### config.mk
export PLATFORM = sky130hd
export DESIGN_NAME = readout_capture
export DESIGN_NICKNAME = d
export VERILOG_FILES = /design/src/rtl/readout_capture.sv
export SDC_FILE = /design/constraint.sdc
export NUM_CORES = 1
export LEC_CHECK = 0
export CELL_PAD_IN_SITES_DETAIL_PLACEMENT = 0
export CELL_PAD_IN_SITES_GLOBAL_PLACEMENT = 2
export CORE_ASPECT_RATIO = 0.5
export CORE_MARGIN = 2
export CORE_UTILIZATION = 43
export DETAILED_ROUTE_END_ITERATION = 12
export GPL_TIMING_DRIVEN = 0
export PLACE_DENSITY = 0.76
export SYNTH_ARGS = -nofsm -noshare
export SYNTH_HDL_FRONTEND = slang
export SYNTH_SLANG_ARGS = --single-unit
### constraint.sdc
create_clock -name CLK -period 3.6 [get_ports CLK]
set_clock_uncertainty 0.15 [all_clocks]
set_input_delay 0.72 -clock CLK [delete_from_list [all_inputs] [get_ports CLK]]
set_output_delay 0.72 -clock CLK [all_outputs]
set_load 0.005 [all_outputs]
### src/rtl/readout_capture.sv
// Capture side of the readout path: synchronizes the slow selector strobe, captures the
// selected word and buffers it, with its mode tag, in a first-word-fall-through FIFO.
module readout_capture #(
  parameter int unsigned BW    = 10,
  parameter int unsigned DEPTH = 8
) (
  input  logic                       CLK,
  input  logic                       RST_N,
  input  logic [BW+10:0]             IN_DATA,
  input  logic                       IN_CLK,
  input  logic                       ENABLE_DFE,
  input  logic                       ENABLE_ADC_TEG,
  input  logic                       RD_EN,
  input  logic                       CLR_FLAGS,
  output logic [BW+10:0]             RD_DATA,
  output logic                       RD_TAG,
  output logic [BW-1:0]              RD_TEG_1,
  output logic [BW-1:0]              RD_TEG_2,
  output logic                       EMPTY,
  output logic                       FULL,
  output logic [$clog2(DEPTH):0]     COUNT,
  output logic                       OVERFLOW,
  output logic                       UNDERFLOW,
  output logic                       FORMAT_ERR
);

  localparam int unsigned DW   = BW + 11;
  localparam int unsigned PtrW = $clog2(DEPTH);
  localparam int unsigned CntW = PtrW + 1;

  typedef enum logic [1:0] {
    ModeIdle = 2'b00,
    ModeDfe  = 2'b01,
    ModeTeg  = 2'b10
  } mode_e;

  logic            s1_q, s1_d, s2_q, s2_d, s3_q, s3_d;
  mode_e           mode_q, mode_d, mode_last_q, mode_last_d;
  logic [PtrW-1:0] wr_ptr_q, wr_ptr_d, rd_ptr_q, rd_ptr_d;
  logic [CntW-1:0] count_q, count_d;
  logic            ovf_q, ovf_d, unf_q, unf_d, fmt_q, fmt_d;
  logic [DW:0]     mem_q [DEPTH];
  logic [DW:0]     head;
  logic            flush, cap, empty, full, pop, wr;

  always_comb begin
    s1_d        = IN_CLK;
    s2_d        = s1_q;
    s3_d        = s2_q;
    mode_last_d = mode_q;
    case ({ENABLE_ADC_TEG, ENABLE_DFE})
      2'b01:   mode_d = ModeDfe;
      2'b10:   mode_d = ModeTeg;
      default: mode_d = ModeIdle;
    endcase

    // A registered mode change flushes the FIFO on the following edge; captures then are lost.
    flush = (mode_q != mode_last_q);
    cap   = s2_q & ~s3_q & (mode_q != ModeIdle) & ~flush;
    empty = (count_q == '0);
    full  = (count_q == CntW'(DEPTH));
    pop   = RD_EN & ~empty;
    wr    = cap & (~full | pop);

    wr_ptr_d = wr_ptr_q;
    rd_ptr_d = rd_ptr_q;
    count_d  = count_q;
    if (flush) begin
      wr_ptr_d = '0;
      rd_ptr_d = '0;
      count_d  = '0;
    end else begin
      if (wr)  wr_ptr_d = wr_ptr_q + PtrW'(1);
      if (pop) rd_ptr_d = rd_ptr_q + PtrW'(1);
      if (wr && !pop)      count_d = count_q + CntW'(1);
      else if (pop && !wr) count_d = count_q - CntW'(1);
    end

    // Clear first, so a set condition in the same cycle wins.
    ovf_d = (ovf_q & ~CLR_FLAGS) | (cap & full & ~pop);
    unf_d = (unf_q & ~CLR_FLAGS) | (RD_EN & empty);
    fmt_d = (fmt_q & ~CLR_FLAGS) | (cap & (mode_q == ModeTeg) & ((IN_DATA >> (2 * BW)) != '0));
  end

  always_ff @(posedge CLK) begin
    if (!RST_N) begin
      s1_q        <= 1'b0;
      s2_q        <= 1'b0;
      s3_q        <= 1'b0;
      mode_q      <= ModeIdle;
      mode_last_q <= ModeIdle;
      wr_ptr_q    <= '0;
      rd_ptr_q    <= '0;
      count_q     <= '0;
      ovf_q       <= 1'b0;
      unf_q       <= 1'b0;
      fmt_q       <= 1'b0;
    end else begin
      s1_q        <= s1_d;
      s2_q        <= s2_d;
      s3_q        <= s3_d;
      mode_q      <= mode_d;
      mode_last_q <= mode_last_d;
      wr_ptr_q    <= wr_ptr_d;
      rd_ptr_q    <= rd_ptr_d;
      count_q     <= count_d;
      ovf_q       <= ovf_d;
      unf_q       <= unf_d;
      fmt_q       <= fmt_d;
    end
  end

  always_ff @(posedge CLK) begin
    if (wr) mem_q[wr_ptr_q] <= {mode_q == ModeTeg, IN_DATA};
  end

  always_comb begin
    head = empty ? '0 : mem_q[rd_ptr_q];
  end

  assign RD_DATA    = head[DW-1:0];
  assign RD_TAG     = head[DW];
  assign RD_TEG_1   = head[2*BW-1:BW];
  assign RD_TEG_2   = head[BW-1:0];
  assign EMPTY      = empty;
  assign FULL       = full;
  assign COUNT      = count_q;
  assign OVERFLOW   = ovf_q;
  assign UNDERFLOW  = unf_q;
  assign FORMAT_ERR = fmt_q;

endmodule
Yosys cells after proc, flatten, opt, wreduce, memory -nomap -nowiden:

Memory sizes are Yosys's and may differ from the RTL's. A register that Yosys moved wholly into a read port is not among the register bits.
Cells that the tools add are included.
W data, S select, Z words.

* mux-type cells: 8
* bitwise gates (word level): 24
* equality and inequality tests: 5
* reduce and logical (&&, ||, !) cells: 8
* add/sub/neg operators: 4

Operators by type and width (number)
* $mux W22: 1
* $and A1 B1 Y1: 13
* $mux W4: 2
* $not A1 Y1: 7
* $add A3 B1 Y3 const B: 2
* $mux W3: 2
* $add A4 B1 Y4 const B: 1
* $eq A2 B2 Y1 const B: 2
* $eq A4 B4 Y1 const B: 1
* $logic_not A4 Y1: 1
* $or A1 B1 Y1: 4
* $pmux W2 S2: 1
* $reduce_bool A2 Y1: 2
* $sub A4 B1 Y4 const B: 1
* $eq A2 B1 Y1 const B: 1
* $logic_and A1 B1 Y1: 2
* $logic_not A1 Y1: 2
* $mux W1: 2
* $ne A2 B2 Y1: 1
* $reduce_or A2 Y1: 1

* bits of input ports: 28
* bits in registers: 20
* word-level logic and storage cells: 61
* bits in writable memories: 176
* memories: 1
* output and inout bits: 51

Memory list
* mem_q: depth 8, bits a word 22, read ports 1, clocked after Yosys merged registers in 1, write ports 1, RTL line 42 `logic [DW:0] mem_q [DEPTH];`

Logic depth before layout (Yosys ltp):

Gate-level depths: netlist of run 1.

* depth in word-level cells: 9
* depth in mapped cells: 11

Least setup slack after synthesis of run 1:

Ideal clock, no wire load.

* path type: register to register
* from: register mode_last_q[0]
* to: memory mem_q[2][0] (netlist bit), enable pin
* path slack: 0.407 ns
* required time: 3.021 ns
* arrival: 2.614 ns
* clock period less this slack: 3.193 ns
* stages on the path, launching flop included: 5
* cells stage by stage: dfxtp_1 nand4bb_2 o32ai_4 nand2_4 nor3_1

* longest elaborated chain between the ends: 6

RTL lines
* start, declared: RTL line 38 `mode_e mode_q, mode_d, mode_last_q, mode_last_d;`
* start signal, assigned: RTL line 91 `mode_last_q <= ModeIdle;`
* start signal, assigned: RTL line 103 `mode_last_q <= mode_last_d;`
* $ne A2 B2 Y1: RTL line 58 `flush = (mode_q != mode_last_q);`
* $not A1 Y1: RTL line 59 `cap = s2_q & ~s3_q & (mode_q != ModeIdle) & ~flush;`
* $and A1 B1 Y1: RTL line 59
* $and A1 B1 Y1: RTL line 63 `wr = cap & (~full | pop);`
* $mux W1: RTL line 114 `if (wr) mem_q[wr_ptr_q] <= {mode_q == ModeTeg, IN_DATA};`
* $mux W1 (not written as such): RTL line 114
* end, declared: RTL line 42

Every way passes these cells.

Worst setup path after layout of run 1:

* from: register count_q[0] (netlist: COUNT[0])
* to: output RD_TEG_1[9]

* longest elaborated chain between the ends: 2

RTL lines
* start, declared: RTL line 40 `logic [CntW-1:0] count_q, count_d;`
* start signal, assigned: RTL line 106 `count_q <= count_d;`
* $logic_not A4 Y1: RTL line 60 `empty = (count_q == '0);`
* $mux W22: RTL line 118 `head = empty ? '0 : mem_q[rd_ptr_q];`
* end, declared: RTL line 17 `output logic [BW-1:0] RD_TEG_1,`

Every way passes these cells.

==> reports/qor.csv, run 1 <==
metric,value,unit
rows,35,
wl_per_cell,19.5,um
place.port_buffers,78,
nNetsFinal,550,
drive_above_1_share,0.265,
grt_usage,0.162,
initial_core_util,0.435,
drt_iter0_drc,335,
postCtsHoldBufs,0,
async_reset_ff_frac,0,
pwr_density_cell,575,nW/um2
vias,3910,
ys_ff_latch,199,
slew_headroom,0.398,
setup_ws,0.129,ns
rrSetupSlack,0.73,ns
dieArea,19600,um2
yosysUniqueCellTypes,42,
syn-num-nets,444,
grt_pass1_vias,3889,
ys.flop_type,edfxtp_1,
finalSetupViolCount,0,
path_buf_inv,3,
critPathArrivalTime,2.60,ns
worstMarginPinSlew,0.898,ns
cp_max_fo,10,
die_y,100,um
dp_cells,737,
clock-root-buffer,clkbuf_16,
drtPass1Iterations,4,
areaGrowthSynthToFinish,23.7,%
layoutNonFillerInstCount,769,
cts_buffer_depth,2,
clk_latency,0.42,ns
wl,15.0,mm
vias_per_cell,5.08,
slew_viol_final,0,
cts_htree_levels,4,
num_io_pins,79,
peakVddDrop,426,uV
post-route-period-util,0.964,
rsz0062_at_grt,false,
stdcell_area,9810,um2
required,2.73,ns
hold_class,reg2reg,
placed_area,9190,um2
post-route-util,0.538,
max_stage_delay,0.62,ns
overflow,0,
status,"finished, final reports clean",
grt_antenna_before_repair,0,
clk_pin_slew_worst_paths,0.07,ns
avgSynthCellArea,19.3,um2
place_worst_setup_slack,0.310,ns
synth_warnings,0,
path_class,reg2out,
min_period,3.47,ns
core_area,18200,um2
grt_first_pass_wirelength,23.0,mm
leakagePower,0.00316,uW
die_x,196,um
fillCellCount,1444,
numClockSinks,199,
drc,0,
synth_area,7930,um2
cts_made_buffers,17,
post_cts_buffers,0,
cp-end-kind,primary output,
ant_nets,0,
fmax,288,MHz
yosysSeqAreaShare,0.725,
synthCells,410,
cp_top_family,buffers and inverters,
drv_cap,0,
hold_viol,0,
hpwl,9.72,mm
startpoint_type,flop,
diodes,0,
crit_path_cell_trace,"nor4_4, clkbuf_2, nor2_1, buf_4, clkdlybuf4s50_1",
cts_tree,yes,
synth_edf_count,176,
grt_max_degree,23,
cp_slowest_cell,nor4_4,
gp_congestion,0.691,
## through the flow
step	power, uW	TNS (ns)	hold WS (ns)
floorplan	3190	0	0.262
global placement	3770	-195.47	0.267
detailed placement	3780	0	0.270
CTS	5710	0	0.289
global route	5870	0	0.294
finish	5640	0	0.286
## cells in the final DEF (no fill, tap or decap), types with 3 or more instances in the layout
cell and count:
edfxtp_1 176, clkdlybuf4s50_1 78, mux4_2 44, nor2_1 36
mux2i_1 27, dfxtp_1 23, buf_4 20, clkbuf_16 17
buf_6 11, nand2_1 10, inv_1 6, buf_2 6
ha_1 5, nor3_2 4, xor2_1 4, clkinv_4 4
inv_6 4, clkbuf_2 3, clkbuf_1 3, nor2_4 3
nand2b_1 3, and2_1 3, inv_8 3
## Yosys cell counts (3+ instances only)
master	count	area (um2)
mux2i_1	28	280
nand2_1	10	37.5
xor2_1	4	35.0
ha_1	5	62.6
mux4_2	44	991
buf_4	20	150
nor3_1	3	15.0
dfxtp_1	23	460
buf_6	5	56.3
edfxtp_1	176	5290
clkbuf_1	5	18.8
and2_1	3	18.8
buf_2	6	30.0
nand2b_1	3	18.8
nor2_1	39	146
inv_1	6	22.5
## state kept, by name, summed over array words and instances, names as in the netlist, named ones only
signal	flops
mem_q	176
s1_q	1
s2_q	1
OVERFLOW	1
s3_q	1
rd_ptr_q	3
mode_last_d	2
wr_ptr_q	3
mode_last_q	2
COUNT	4
FORMAT_ERR	1
UNDERFLOW	1
## layer usage
layer	vias up	global-route usage	share of wire	routed length, um
met5	-	0	0	0
met4	0	0.0600	0.0096	144
met3	13	0.0265	0.053	796
met2	94	0.258	0.49	7270
met1	1993	0.231	0.45	6770
li1	1810	-	-	-
## power breakdown
part	internal [uW]	total (uW)	switching, uW
Combinational	700	1150	452
Sequential	2530	2550	29.1
Clock	1060	1940	878
Total	4280	5640	1360
## worst paths after layout
check	cells past startpoint	end	startpoint
worst max-delay path	5	RD_TEG_1[9]	COUNT[0]
worst min-delay path	1	s2_q	s1_q
worst max register to register	11	COUNT[3]	COUNT[0]
worst min register to register	1	s2_q	s1_q
## cells by family after synthesis
group                      count (synthesis)  synth area share
DFF                                      199             0.725
and+or+nand+nor                           75            0.0514
muxes                                     72             0.160
buffers and inverters                     44            0.0361
AOI/OAI and AO/OA                          8           0.00963
xor gates and xnor gates                   6           0.00757
adders and majority gates                  6            0.0104
## final cells by class
cell class | instances | area (um2) | share of cell area
inverters | 7 | 26.3 | 0.00268
flip-flops and latches | 199 | 5750 | 0.586
plain buffers | 37 | 263 | 0.0268
multi-input cells | 167 | 1950 | 0.199
clock inverters | 15 | 188 | 0.0191
repair buffers | 87 | 906 | 0.0924
well taps | 240 | 300 | 0.0306
clock buffers | 17 | 425 | 0.0434
## what timing repair did
| action | CTS | global route |
|---|---|---|
| resized for setup | 2 | 1 |
| gates cloned | 0 | 0 |
| setup endpoints to repair | 19 | 1 |
| endpoints found under the hold margin | 0 | 0 |
Note: power is estimated with default switching activity, not from simulation.
==> inputs of run 2 (changes only) <==
--- a/config.mk
+++ b/config.mk
@@ -13,6 +13,7 @@
 export DETAILED_ROUTE_END_ITERATION = 12
 export GPL_TIMING_DRIVEN = 0
 export PLACE_DENSITY = 0.76
+export SLEW_MARGIN = 20
 export SYNTH_ARGS = -nofsm -noshare
 export SYNTH_HDL_FRONTEND = slang
 export SYNTH_SLANG_ARGS = --single-unit
==> reports/qor.csv, run 2 (synthesis results as in run 1) <==
metric,value,unit
min_period,3.42,ns
dp_cells,745,
slew_viol_final,0,
grt_pass1_vias,3864,
peakVddDrop,442,uV
combPwrFrac,0.212,
core_area,18200,um2
p_int,4180,uW
cts_made_buffers,17,
hold_viol,0,
top_register,mem_q,
leakagePower,0.00320,uW
vias_per_cell,5.09,
dieArea,19600,um2
p_clk_frac,0.330,
p_sw,1400,uW
setup_ws,0.179,ns
ant_nets,0,
place_worst_setup_slack,0.301,ns
slew_headroom,0.614,
drc,0,
grt_antenna_before_repair,0,
drive_above_1_share,0.278,
vias,3964,
largest_reg_flops,176,
place.port_buffers,78,
die_y,100,um
rows,35,
postCtsHoldBufs,0,
die_x,196,um
cts_htree_levels,4,
cts_buffer_depth,2,
grt_max_degree,21,
grt_first_pass_wirelength,23.2,mm
post-route-period-util,0.950,
wl_per_cell,19.3,um
diodes,0,
overflow,0,
use_met1,0.240,
path_class,reg2out,
initial_core_util,0.435,
required,2.73,ns
grt_use_met2,0.251,
clk_latency,0.43,ns
areaGrowthSynthToFinish,24.7,%
layoutNonFillerInstCount,779,
final_cell_mix,"edfxtp_1 (176), clkdlybuf4s50_1 (78), mux4_2 (44)",
met3_usage,0.0356,
wl,15.0,mm
hpwl,10.0,mm
fmax,292,MHz
drv_cap,0,
drt_iter0_drc,352,
cts_tree,yes,
nNetsFinal,560,
grt_usage,0.164,
hold_class,reg2reg,
cp-end-kind,primary output,
rsz0062_at_grt,false,
cp_max_fo,10,
switching_share,0.251,
critPathArrivalTime,2.55,ns
numClockSinks,199,
status,"finished, final reports clean",
clock-root-buffer,clkbuf_16,
clk_pin_slew_worst_paths,0.08,ns
num_io_pins,79,
busiest_layer,met2,
gp_congestion,0.691,
layout_commonest_cell,edfxtp_1,
pwr-share-seq,0.458,
worstMarginPinSlew,0.576,ns
drtPass1Iterations,5,
post-route-util,0.543,
tns,0,ns
pwr_density_cell,564,nW/um2
startpoint_type,flop,
finalSetupViolCount,0,
==> run 2: worst max-delay path, cell delays in order (launching register included) <==
cell and delay (ns):
dfxtp_1 0.33, buf_6 0.16, buf_6 0.21, mux4_2 0.53
mux2i_2 0.23, nor2_1 0.09, buf_4 0.14, clkdlybuf4s50_1 0.43
==> run 2: final cells by class <==
type                            instances  area, um2
Multi-Input combinational cell        167       1950
Clock inverter                         15        161
Fill cell                            1446       8330
Tap cell                              240        300
Inverter                                7       26.3
Timing Repair Buffer                   97       1010
Sequential cell                       199       5750
Clock buffer                           17        425
Buffer                                 37        265
==> run 2: path summary, 6_finish.rpt <==
path                            startpoint           to  slack (ns)  depth (start not counted)
worst min register to register        s1_q         s2_q        0.29                          1
worst min-delay path                  s1_q         s2_q        0.29                          1
worst max-delay path                  flop  RD_TEG_2[3]        0.18                          7
worst max register to register    COUNT[0]     COUNT[3]        0.70                         11
==> run 2: metrics by stage <==
stage / hold WS [ns] / area [um2] / power (uW)
global route: 0.295 / 9890 / 5810
global placement: 0.267 / 9010 / 3770
CTS: 0.290 / 9870 / 5620
floorplan: 0.262 / 7930 / 3190
detailed placement: 0.270 / 9280 / 3780
finish: 0.288 / 9890 / 5580
==> run 2: power by group through the flow <==
stage	clock network, uW	registers, uW	logic [uW]
after floorplan	0	2600	585
after global placement	0	2610	1160
after detailed placement	0	2610	1170
after CTS	1880	2560	1180
after global routing	1980	2560	1280
final	1840	2550	1180
==> run 2: what timing repair did <==
action | in CTS | in global routing
resized for setup | 2 | 2
pin swaps | 0 | 1
buffers inserted | 0 | 2
endpoints found under the setup margin | 24 | 2
==> run 2: layer usage <==
| metal | up-vias | part of all wire | wire length, um |
|---|---|---|---|
| met2 | 87 | 0.47 | 7060 |
| li1 | 1833 | - | - |
| met4 | 0 | 0.012 | 185 |
| met1 | 2025 | 0.47 | 7040 |
| met5 | - | 0 | 0 |
| met3 | 19 | 0.047 | 706 |
